`config.mk`:
```
export PLATFORM = sky130hd
export DESIGN_NAME = vga_timing_gen
export DESIGN_NICKNAME = d
export VERILOG_FILES = /design/src/rtl/vga_timing_gen.sv
export SDC_FILE = /design/constraint.sdc
export NUM_CORES = 1
export LEC_CHECK = 0
export ABC_AREA = 1
export ABC_CLOCK_PERIOD_IN_PS = 1890
export BUFFER_PORTS_ARGS = -buffer_cell sky130_fd_sc_hd__buf_2
export CAP_MARGIN = 20
export CORE_MARGIN = 5
export CORE_UTILIZATION = 38
export DETAILED_ROUTE_END_ITERATION = 12
export GPL_TIMING_DRIVEN = 0
export PLACE_DENSITY = 0.7
export SYNTH_ARGS = -nofsm -noshare
export SYNTH_HDL_FRONTEND = slang
export SYNTH_SLANG_ARGS = --single-unit
```
`constraint.sdc`:
```
create_clock -name clk -period 1.89 [get_ports clk]
set_input_delay 0 -clock clk [delete_from_list [all_inputs] [get_ports clk]]
set_output_delay 0 -clock clk [all_outputs]
set_load 0.01 [all_outputs]
```
`src/rtl/vga_timing_gen.sv`:
```
`default_nettype none
// ============================================================================
//  Module      : vga_timing_gen
//  Description : Parametrised VGA raster engine with an Avalon-MM register
//                slave. Generates pixel-rate sync/blank timing, fetches pixels
//                one pixel-time ahead through pix_req/pix_x/pix_y, counts
//                frames and raises a sticky frame-done interrupt.
//                Optional build macro VGA_TEST_PATTERN_EN adds CTRL[5], an
//                8-bar colour test pattern.
//  Revision    : 1.0 - initial release
// ============================================================================
module vga_timing_gen #(
    parameter int H_ACTIVE = 640,
    parameter int H_FP     = 16,
    parameter int H_SYNC   = 96,
    parameter int H_BP     = 48,
    parameter int V_ACTIVE = 480,
    parameter int V_FP     = 10,
    parameter int V_SYNC   = 2,
    parameter int V_BP     = 33,
    parameter int CLK_DIV  = 2,
    parameter bit SYNC_POL = 1'b0,
    parameter int COORD_W  = 11
) (
    input  logic               clk,
    input  logic               reset_n,
    input  logic [1:0]         avs_address,
    input  logic               avs_read,
    input  logic               avs_write,
    input  logic [31:0]        avs_writedata,
    output logic [31:0]        avs_readdata,
    output logic               pix_req,
    output logic [COORD_W-1:0] pix_x,
    output logic [COORD_W-1:0] pix_y,
    input  logic [23:0]        pix_rgb,
    output logic [7:0]         vga_r,
    output logic [7:0]         vga_g,
    output logic [7:0]         vga_b,
    output logic               vga_clk,
    output logic               vga_hs,
    output logic               vga_vs,
    output logic               vga_blank_n,
    output logic               vga_sync_n,
    output logic               irq,
    output logic [1:0]         aux_ctrl
);

    localparam int c_HT    = H_ACTIVE + H_FP + H_SYNC + H_BP;
    localparam int c_VT    = V_ACTIVE + V_FP + V_SYNC + V_BP;
    localparam int c_DIV_W = (CLK_DIV > 2) ? $clog2(CLK_DIV) : 1;

    localparam logic [c_DIV_W-1:0] c_DIV_LAST = c_DIV_W'(CLK_DIV - 1);
    localparam logic [c_DIV_W-1:0] c_DIV_HALF = c_DIV_W'(CLK_DIV / 2);

    localparam logic [COORD_W-1:0] c_H_ACT_END  = COORD_W'(H_ACTIVE - 1);
    localparam logic [COORD_W-1:0] c_H_FP_END   = COORD_W'(H_ACTIVE + H_FP - 1);
    localparam logic [COORD_W-1:0] c_H_SYNC_END = COORD_W'(H_ACTIVE + H_FP + H_SYNC - 1);
    localparam logic [COORD_W-1:0] c_H_TOT_END  = COORD_W'(c_HT - 1);
    localparam logic [COORD_W-1:0] c_V_ACT_END  = COORD_W'(V_ACTIVE - 1);
    localparam logic [COORD_W-1:0] c_V_FP_END   = COORD_W'(V_ACTIVE + V_FP - 1);
    localparam logic [COORD_W-1:0] c_V_SYNC_END = COORD_W'(V_ACTIVE + V_FP + V_SYNC - 1);
    localparam logic [COORD_W-1:0] c_V_TOT_END  = COORD_W'(c_VT - 1);

    // Region states are numbered in scan order so the next state is state+1.
    localparam logic [1:0] c_ST_ACTIVE = 2'd0;
    localparam logic [1:0] c_ST_FP     = 2'd1;
    localparam logic [1:0] c_ST_SYNC   = 2'd2;
    localparam logic [1:0] c_ST_BP     = 2'd3;

    localparam logic [1:0] c_ADDR_CTRL   = 2'd0;
    localparam logic [1:0] c_ADDR_STATUS = 2'd1;
    localparam logic [1:0] c_ADDR_FCNT   = 2'd2;
    localparam logic [1:0] c_ADDR_BG     = 2'd3;

`ifdef VGA_TEST_PATTERN_EN
    localparam int c_CTRL_W = 6;
`else
    localparam int c_CTRL_W = 5;
`endif

    logic [c_DIV_W-1:0]  r_div;
    logic                r_vga_clk;
    logic [c_CTRL_W-1:0] r_ctrl;
    logic [23:0]         r_bg;
    logic                r_frame_done;
    logic [15:0]         r_frame_cnt;
    logic                r_irq;
    logic [31:0]         r_readdata;
    logic                r_run;
    logic [COORD_W-1:0]  r_h;
    logic [COORD_W-1:0]  r_v;
    logic [1:0]          r_h_state;
    logic [1:0]          r_v_state;
    logic                r_pix_req;
    logic [COORD_W-1:0]  r_pix_x;
    logic [COORD_W-1:0]  r_pix_y;
    logic                r_s1_active;
    logic                r_s1_hs;
    logic                r_s1_vs;
    logic [23:0]         r_rgb;
    logic                r_blank_n;
    logic                r_hs;
    logic                r_vs;

    logic                w_pe;
    logic [c_DIV_W-1:0]  w_div_next;
    logic                w_enable;
    logic                w_irq_en;
    logic                w_src;
    logic                w_pattern;
    logic [23:0]         w_bar_rgb;
    logic                w_step;
    logic [COORD_W-1:0]  w_h_last;
    logic [COORD_W-1:0]  w_v_last;
    logic                w_h_wrap;
    logic                w_frame_end;
    logic                w_in_active;
    logic                w_in_vblank;
    logic [23:0]         w_colour;
    logic                w_status_w1c;
    logic                w_unused_wdata;

    assign w_enable     = r_ctrl[0];
    assign w_irq_en     = r_ctrl[1];
    assign w_src        = r_ctrl[4];
    assign w_pe         = (r_div == c_DIV_LAST);
    assign w_div_next   = w_pe ? '0 : r_div + 1'b1;
    assign w_step       = w_pe & w_enable & r_run;
    assign w_h_wrap     = (r_h == c_H_TOT_END);
    assign w_frame_end  = w_h_wrap & (r_v == c_V_TOT_END);
    assign w_in_active  = (r_h_state == c_ST_ACTIVE) & (r_v_state == c_ST_ACTIVE);
    assign w_in_vblank  = (r_v_state != c_ST_ACTIVE);
    assign w_status_w1c = avs_write & (avs_address == c_ADDR_STATUS) & avs_writedata[0];
    assign w_colour     = w_pattern ? w_bar_rgb : (w_src ? pix_rgb : r_bg);
    assign w_unused_wdata = &{1'b0, avs_writedata[31:24]};

`ifdef VGA_TEST_PATTERN_EN
    // Bars are H_ACTIVE/8 wide; columns past the eighth bar stay black.
    localparam int c_BAR_W = (H_ACTIVE >= 8) ? H_ACTIVE / 8 : 1;
    logic [COORD_W-1:0] w_bar_q;
    logic [2:0]         w_bar_idx;
    assign w_pattern = r_ctrl[5];
    assign w_bar_q   = r_pix_x / COORD_W'(c_BAR_W);
    assign w_bar_idx = (w_bar_q > COORD_W'(7)) ? 3'd7 : w_bar_q[2:0];
    // White, yellow, cyan, green, magenta, red, blue, black reduce to
    // R = ~idx[1], G = ~idx[2], B = ~idx[0].
    assign w_bar_rgb = {{8{~w_bar_idx[1]}}, {8{~w_bar_idx[2]}}, {8{~w_bar_idx[0]}}};
`else
    assign w_pattern = 1'b0;
    assign w_bar_rgb = 24'h0;
`endif

    // Last count of the current region, used to step the region FSMs.
    always_comb begin
        w_h_last = c_H_TOT_END;
        w_v_last = c_V_TOT_END;
        case (r_h_state)
            c_ST_ACTIVE: w_h_last = c_H_ACT_END;
            c_ST_FP:     w_h_last = c_H_FP_END;
            c_ST_SYNC:   w_h_last = c_H_SYNC_END;
            default:     w_h_last = c_H_TOT_END;
        endcase
        case (r_v_state)
            c_ST_ACTIVE: w_v_last = c_V_ACT_END;
            c_ST_FP:     w_v_last = c_V_FP_END;
            c_ST_SYNC:   w_v_last = c_V_SYNC_END;
            default:     w_v_last = c_V_TOT_END;
        endcase
    end

    // Free-running pixel divider; vga_clk rises in the middle of each pixel.
    always_ff @(posedge clk or negedge reset_n) begin
        if (!reset_n) begin
            r_div     <= '0;
            r_vga_clk <= 1'b0;
        end else begin
            r_div     <= w_div_next;
            r_vga_clk <= w_enable & (w_div_next >= c_DIV_HALF);
        end
    end

    // Raster counters and region FSMs; the first pe after enable arms the scan at 0,0.
    always_ff @(posedge clk or negedge reset_n) begin
        if (!reset_n) begin
            r_run     <= 1'b0;
            r_h       <= '0;
            r_v       <= '0;
            r_h_state <= c_ST_ACTIVE;
            r_v_state <= c_ST_ACTIVE;
        end else if (w_pe) begin
            if (!w_enable) begin
                r_run     <= 1'b0;
                r_h       <= '0;
                r_v       <= '0;
                r_h_state <= c_ST_ACTIVE;
                r_v_state <= c_ST_ACTIVE;
            end else if (!r_run) begin
                r_run <= 1'b1;
            end else begin
                if (r_h == w_h_last) begin
                    r_h_state <= r_h_state + 2'd1;
                end
                if (w_h_wrap) begin
                    r_h <= '0;
                    if (r_v == w_v_last) begin
                        r_v_state <= r_v_state + 2'd1;
                    end
                    r_v <= (r_v == c_V_TOT_END) ? '0 : r_v + 1'b1;
                end else begin
                    r_h <= r_h + 1'b1;
                end
            end
        end
    end

    // Fetch stage: request the pixel one pixel-time before it is displayed.
    always_ff @(posedge clk or negedge reset_n) begin
        if (!reset_n) begin
            r_pix_req   <= 1'b0;
            r_pix_x     <= '0;
            r_pix_y     <= '0;
            r_s1_active <= 1'b0;
            r_s1_hs     <= 1'b0;
            r_s1_vs     <= 1'b0;
        end else if (w_pe) begin
            if (!w_enable || !r_run) begin
                r_pix_req   <= 1'b0;
                r_pix_x     <= '0;
                r_pix_y     <= '0;
                r_s1_active <= 1'b0;
                r_s1_hs     <= 1'b0;
                r_s1_vs     <= 1'b0;
            end else begin
                r_pix_req   <= w_in_active & ~w_pattern;
                r_pix_x     <= r_h;
                r_pix_y     <= r_v;
                r_s1_active <= w_in_active;
                r_s1_hs     <= (r_h_state == c_ST_SYNC);
                r_s1_vs     <= (r_v_state == c_ST_SYNC);
            end
        end
    end

    // Display stage: capture colour and emit syncs aligned with it.
    always_ff @(posedge clk or negedge reset_n) begin
        if (!reset_n) begin
            r_rgb     <= '0;
            r_blank_n <= 1'b0;
            r_hs      <= ~SYNC_POL;
            r_vs      <= ~SYNC_POL;
        end else if (w_pe) begin
            if (!w_enable) begin
                r_rgb     <= '0;
                r_blank_n <= 1'b0;
                r_hs      <= ~SYNC_POL;
                r_vs      <= ~SYNC_POL;
            end else begin
                r_rgb     <= r_s1_active ? w_colour : '0;
                r_blank_n <= r_s1_active;
                r_hs      <= r_s1_hs ? SYNC_POL : ~SYNC_POL;
                r_vs      <= r_s1_vs ? SYNC_POL : ~SYNC_POL;
            end
        end
    end

    // Writable control and background-colour registers.
    always_ff @(posedge clk or negedge reset_n) begin
        if (!reset_n) begin
            r_ctrl <= '0;
            r_bg   <= '0;
        end else if (avs_write) begin
            case (avs_address)
                c_ADDR_CTRL: r_ctrl <= avs_writedata[c_CTRL_W-1:0];
                c_ADDR_BG:   r_bg   <= avs_writedata[23:0];
                default:     ;
            endcase
        end
    end

    // Frame-done is sticky; a set in the same cycle as a W1C takes priority.
    always_ff @(posedge clk or negedge reset_n) begin
        if (!reset_n) begin
            r_frame_done <= 1'b0;
            r_frame_cnt  <= '0;
            r_irq        <= 1'b0;
        end else begin
            if (w_step && w_frame_end) begin
                r_frame_done <= 1'b1;
                r_frame_cnt  <= r_frame_cnt + 16'd1;
            end else if (w_status_w1c) begin
                r_frame_done <= 1'b0;
            end
            r_irq <= r_frame_done & w_irq_en;
        end
    end

    // Registered read mux, one cycle of latency.
    always_ff @(posedge clk or negedge reset_n) begin
        if (!reset_n) begin
            r_readdata <= '0;
        end else if (avs_read) begin
            case (avs_address)
                c_ADDR_CTRL:   r_readdata <= 32'(r_ctrl);
                c_ADDR_STATUS: r_readdata <= {30'd0, w_in_vblank, r_frame_done};
                c_ADDR_FCNT:   r_readdata <= {16'd0, r_frame_cnt};
                default:       r_readdata <= {8'd0, r_bg};
            endcase
        end
    end

    assign avs_readdata = r_readdata;
    assign pix_req      = r_pix_req;
    assign pix_x        = r_pix_x;
    assign pix_y        = r_pix_y;
    assign vga_r        = r_rgb[23:16];
    assign vga_g        = r_rgb[15:8];
    assign vga_b        = r_rgb[7:0];
    assign vga_clk      = r_vga_clk;
    assign vga_hs       = r_hs;
    assign vga_vs       = r_vs;
    assign vga_blank_n  = r_blank_n;
    assign vga_sync_n   = 1'b0;
    assign irq          = r_irq;
    assign aux_ctrl     = r_ctrl[3:2];

endmodule
`default_nettype wire
```
==> reports/metrics.yaml <==
finalHoldViolCount: 0
area_growth_pct: 30.7
maxCapViolCount: 0
combPwrFrac_pct: 16.5
coreArea_um2: 18700
pwr-share-seq_pct: 44.6
io_pins: 149
crit_type: "reg -> reg"
vdd_drop_max_v: 0.000570
cts_tree: "built"
switching_share_pct: 30.0
grt_overflow: 0
cellPowerDensity_nw_per_um2: 881
r2r_slack_ns: 0.11
vias: 6383
ys_types: 36
slew_viol_final: 0
avgSynthCellArea_um2: 8.60
clkTransAtPathRegs_ns: 0.06
yosysTopAreaCellShare_pct: 52.1
place_area_um2: 8220
power_uw: 8300
power_switching_uw: 2490
place.gp.congestion: 0.869
initial_core_util_pct: 38.5
rows: 50
setup_violations: 0
drc: 0
holdPathStages: 6
status: "completed"
final_area_um2: 9420
start_kind: "flip-flop"
met1_usage_pct: 23.2
hold_start: "avs_address[0]"
synthArstFlopShare_pct: 100
clock_tree.root_cell: "clkbuf_16"
required_ns: 2.22
numPortBuffers: 130
layout-drive-gt1-share_pct: 22.4
grt_max_degree: 96
relSlewSlack_pct: 64.0
postSynthCellCount: 838
insertion_delay_ns: 0.43
hold_end: "r_frame_done"
track_usage_pct: 17.8
crit_slowest_cell: "dfrtp_1"
wl_per_cell_um: 14.6
worstReg2RegStart: "r_h[1]"
min_period_ns: 1.78
critical-path-top-delay-family: "simple AND/OR/NAND/NOR gates"
via_per_inst: 4.88
reg2reg_depth: 8
cts.path.max_buffers: 2
crit_fanout: 10
busiest_layer: "met2"
synthesis.area_um2: 7210
period_share_pct: 94.0
netlist_top_cells_area: "dfrtp_1, nand2_1, nor2_1, o21ai_0, inv_1"
rr_endpoint: "r_v[6]"
worst_hold_path_type: "in -> reg"
fin_nets: 1131
ctsHtreeMaxLevel: 4
ys_warn_count: 0
slowest_delay_ns: 0.38
first_global_vias: 6377
dr.pass1.iters: 5
synth_top_area_cell: "dfrtp_1"
path_buf_inv: 1
antenna_found_initial: 1
fin_skew_ns: 0.0113
clockPowerShare_pct: 38.9
end_kind: "flip-flop"
arrival_ns: 2.11
dieWidth_um: 148
fp.dieH_um: 148
cts.sink_count: 152
drtIter0Drc: 383
numCtsBuffers: 17
grt_pass1_wl_mm: 31.7
grtUsageMet2_pct: 29.7
wl_mm: 19.1
fmax_mhz: 563
die_area_um2: 21800
power.internal_uw: 5810
postRouteAntennaNets: 0
cp_cell_sequence: "ha_2 -> nand3_1 -> nor2_2 -> nand4_1 -> a21oi_2 -> buf_4 -> nand2_1 -> o21ai_0"
worst_hold_slack_ns: 0.0511
leakagePower_uw: 0.00461
worstMarginPinSlew_ns: 0.540
met3_usage_pct: 3.46
ys_seq_elements: 152
yosysSeqAreaShare_pct: 52.8
place.detailed.hpwl_mm: 13.7
synth_edf_count: 0
ys.flop_type: "dfrtp_1"
## power by group through the flow
stage | Clock (uW) | Sequential, uW | Combinational (uW)
2_1_floorplan | 0 | 3760 | 719
3_3_place_gp | 0 | 3760 | 1180
3_5_place_dp | 0 | 3770 | 1210
4_1_cts | 3280 | 3710 | 1300
5_1_grt | 3430 | 3730 | 1540
6_report | 3230 | 3700 | 1370
## synth_stat cells, types with 2 or more instances
cell / n
inv_2: 2
nand2_1: 224
nand4_1: 6
mux2_2: 19
a31oi_1: 12
nor3_1: 11
nor2_1: 112
ha_1: 10
o31ai_1: 24
dfstp_2: 2
o21ai_1: 5
a21oi_1: 10
dfrtp_1: 150
clkbuf_1: 21
buf_4: 12
nor3_4: 2
nand3_1: 30
xnor2_1: 7
a221oi_1: 2
xor2_1: 18
a22o_1: 5
inv_1: 64
buf_2: 11
o21ai_0: 67
## metal layers
metal | vias to the layer above | part of all wire, %
li1 | 3140 | -
met1 | 3040 | 44
met2 | 172 | 49
met3 | 31 | 4.2
met4 | 0 | 2.0
met5 | - | 0
## kinds of logic (layout without fill, tap and decap cells)
family                   count (synthesis)  count (layout)  share of synthesized area (%)
AND/OR/NAND/NOR                        390             390                           22.0
other                                    1              10                         0.0520
buffers and inverters                  112             338                           6.75
AO/OA/AOI/OAI                          129             129                           10.7
flip-flops                             152             152                           52.8
XOR/XNOR                                25              25                           3.04
adder cells (fa/ha/maj)                 10              10                           1.74
multiplexers                            19              19                           2.97
## tightest hold or removal path, delay by kind of cell
kind                   cells  cell delay, ns
buffers and inverters      2            0.18
and+or+nand+nor            4            0.25
## placed cells by master (no fill, tap or decap), drive strengths merged, types with 2 or more instances in the layout
cell type and n:
xor2 18, conb 9, o31ai 24, nor2 114, ha 10, nand2 225
nand4 7, nand3 30, xnor2 7, clkinv 6, o21ai 72, dlygate4sd3 52
mux2 19, a21oi 12, a221oi 2, inv 74, a22o 5, dfrtp 150
nor3 13, dfstp 2, buf 166, a31oi 12, clkbuf 39
## how the worst max path moves through the flow
stage	from	endpoint	slack [ns]	cells past startpoint
final	r_h[1]	r_v[6]	0.11	8
after global routing	r_v[1]	r_frame_cnt[15]	-0.004	10
after CTS	r_h[1]	r_v[3]	0.007	9
after detailed placement	r_v[0]	r_frame_cnt[12]	-0.11	8
after global placement	reset_n	r_bg[11]	-1.49	1
after floorplan	r_v[0]	r_frame_cnt[13]	0.26	8
## per-stage QoR
stage               instances  setup WS [ns]  util (%)  setup TNS, ns
floorplan                 846          0.265         -              0
global placement         1210          -1.49      43.8        -222.87
detailed placement       1211         -0.108      43.9         -0.514
CTS                      1296        0.00724      49.8              0
global route             1307       -0.00388      50.4       -0.00388
finish                   1307          0.114      50.4              0
## state kept, by name, indices dropped and copies added (netlist names), 2 cells and up
signal and count:
r_h_state 2, r_rgb 24, avs_readdata 24, pix_x 11, r_bg 24, r_frame_cnt 16
pix_y 11, r_h 11, r_v_state 2, r_v 11, r_ctrl 5
## repair_timing
item                                    CTS  global route
setup buffers                             1            10
pin swaps                                 1             6
hold buffers                             52             0
gates resized for setup                   2            19
endpoints found under the setup margin   14            40
hold endpoints to repair                114             0
## cell type report
| cell class | instances | area, um2 |
|---|---|---|
| fill | 1741 | 9280 |
| sequential | 152 | 3810 |
| multi-input combinational | 582 | 2970 |
| timing repair buffer | 194 | 1290 |
| clock buffer | 18 | 429 |
| tap | 234 | 293 |
| inverter | 67 | 251 |
| buffer | 45 | 246 |
| clock inverter | 14 | 131 |
| antenna | 1 | 2.50 |
Note: power is estimated with default switching activity, not from simulation.
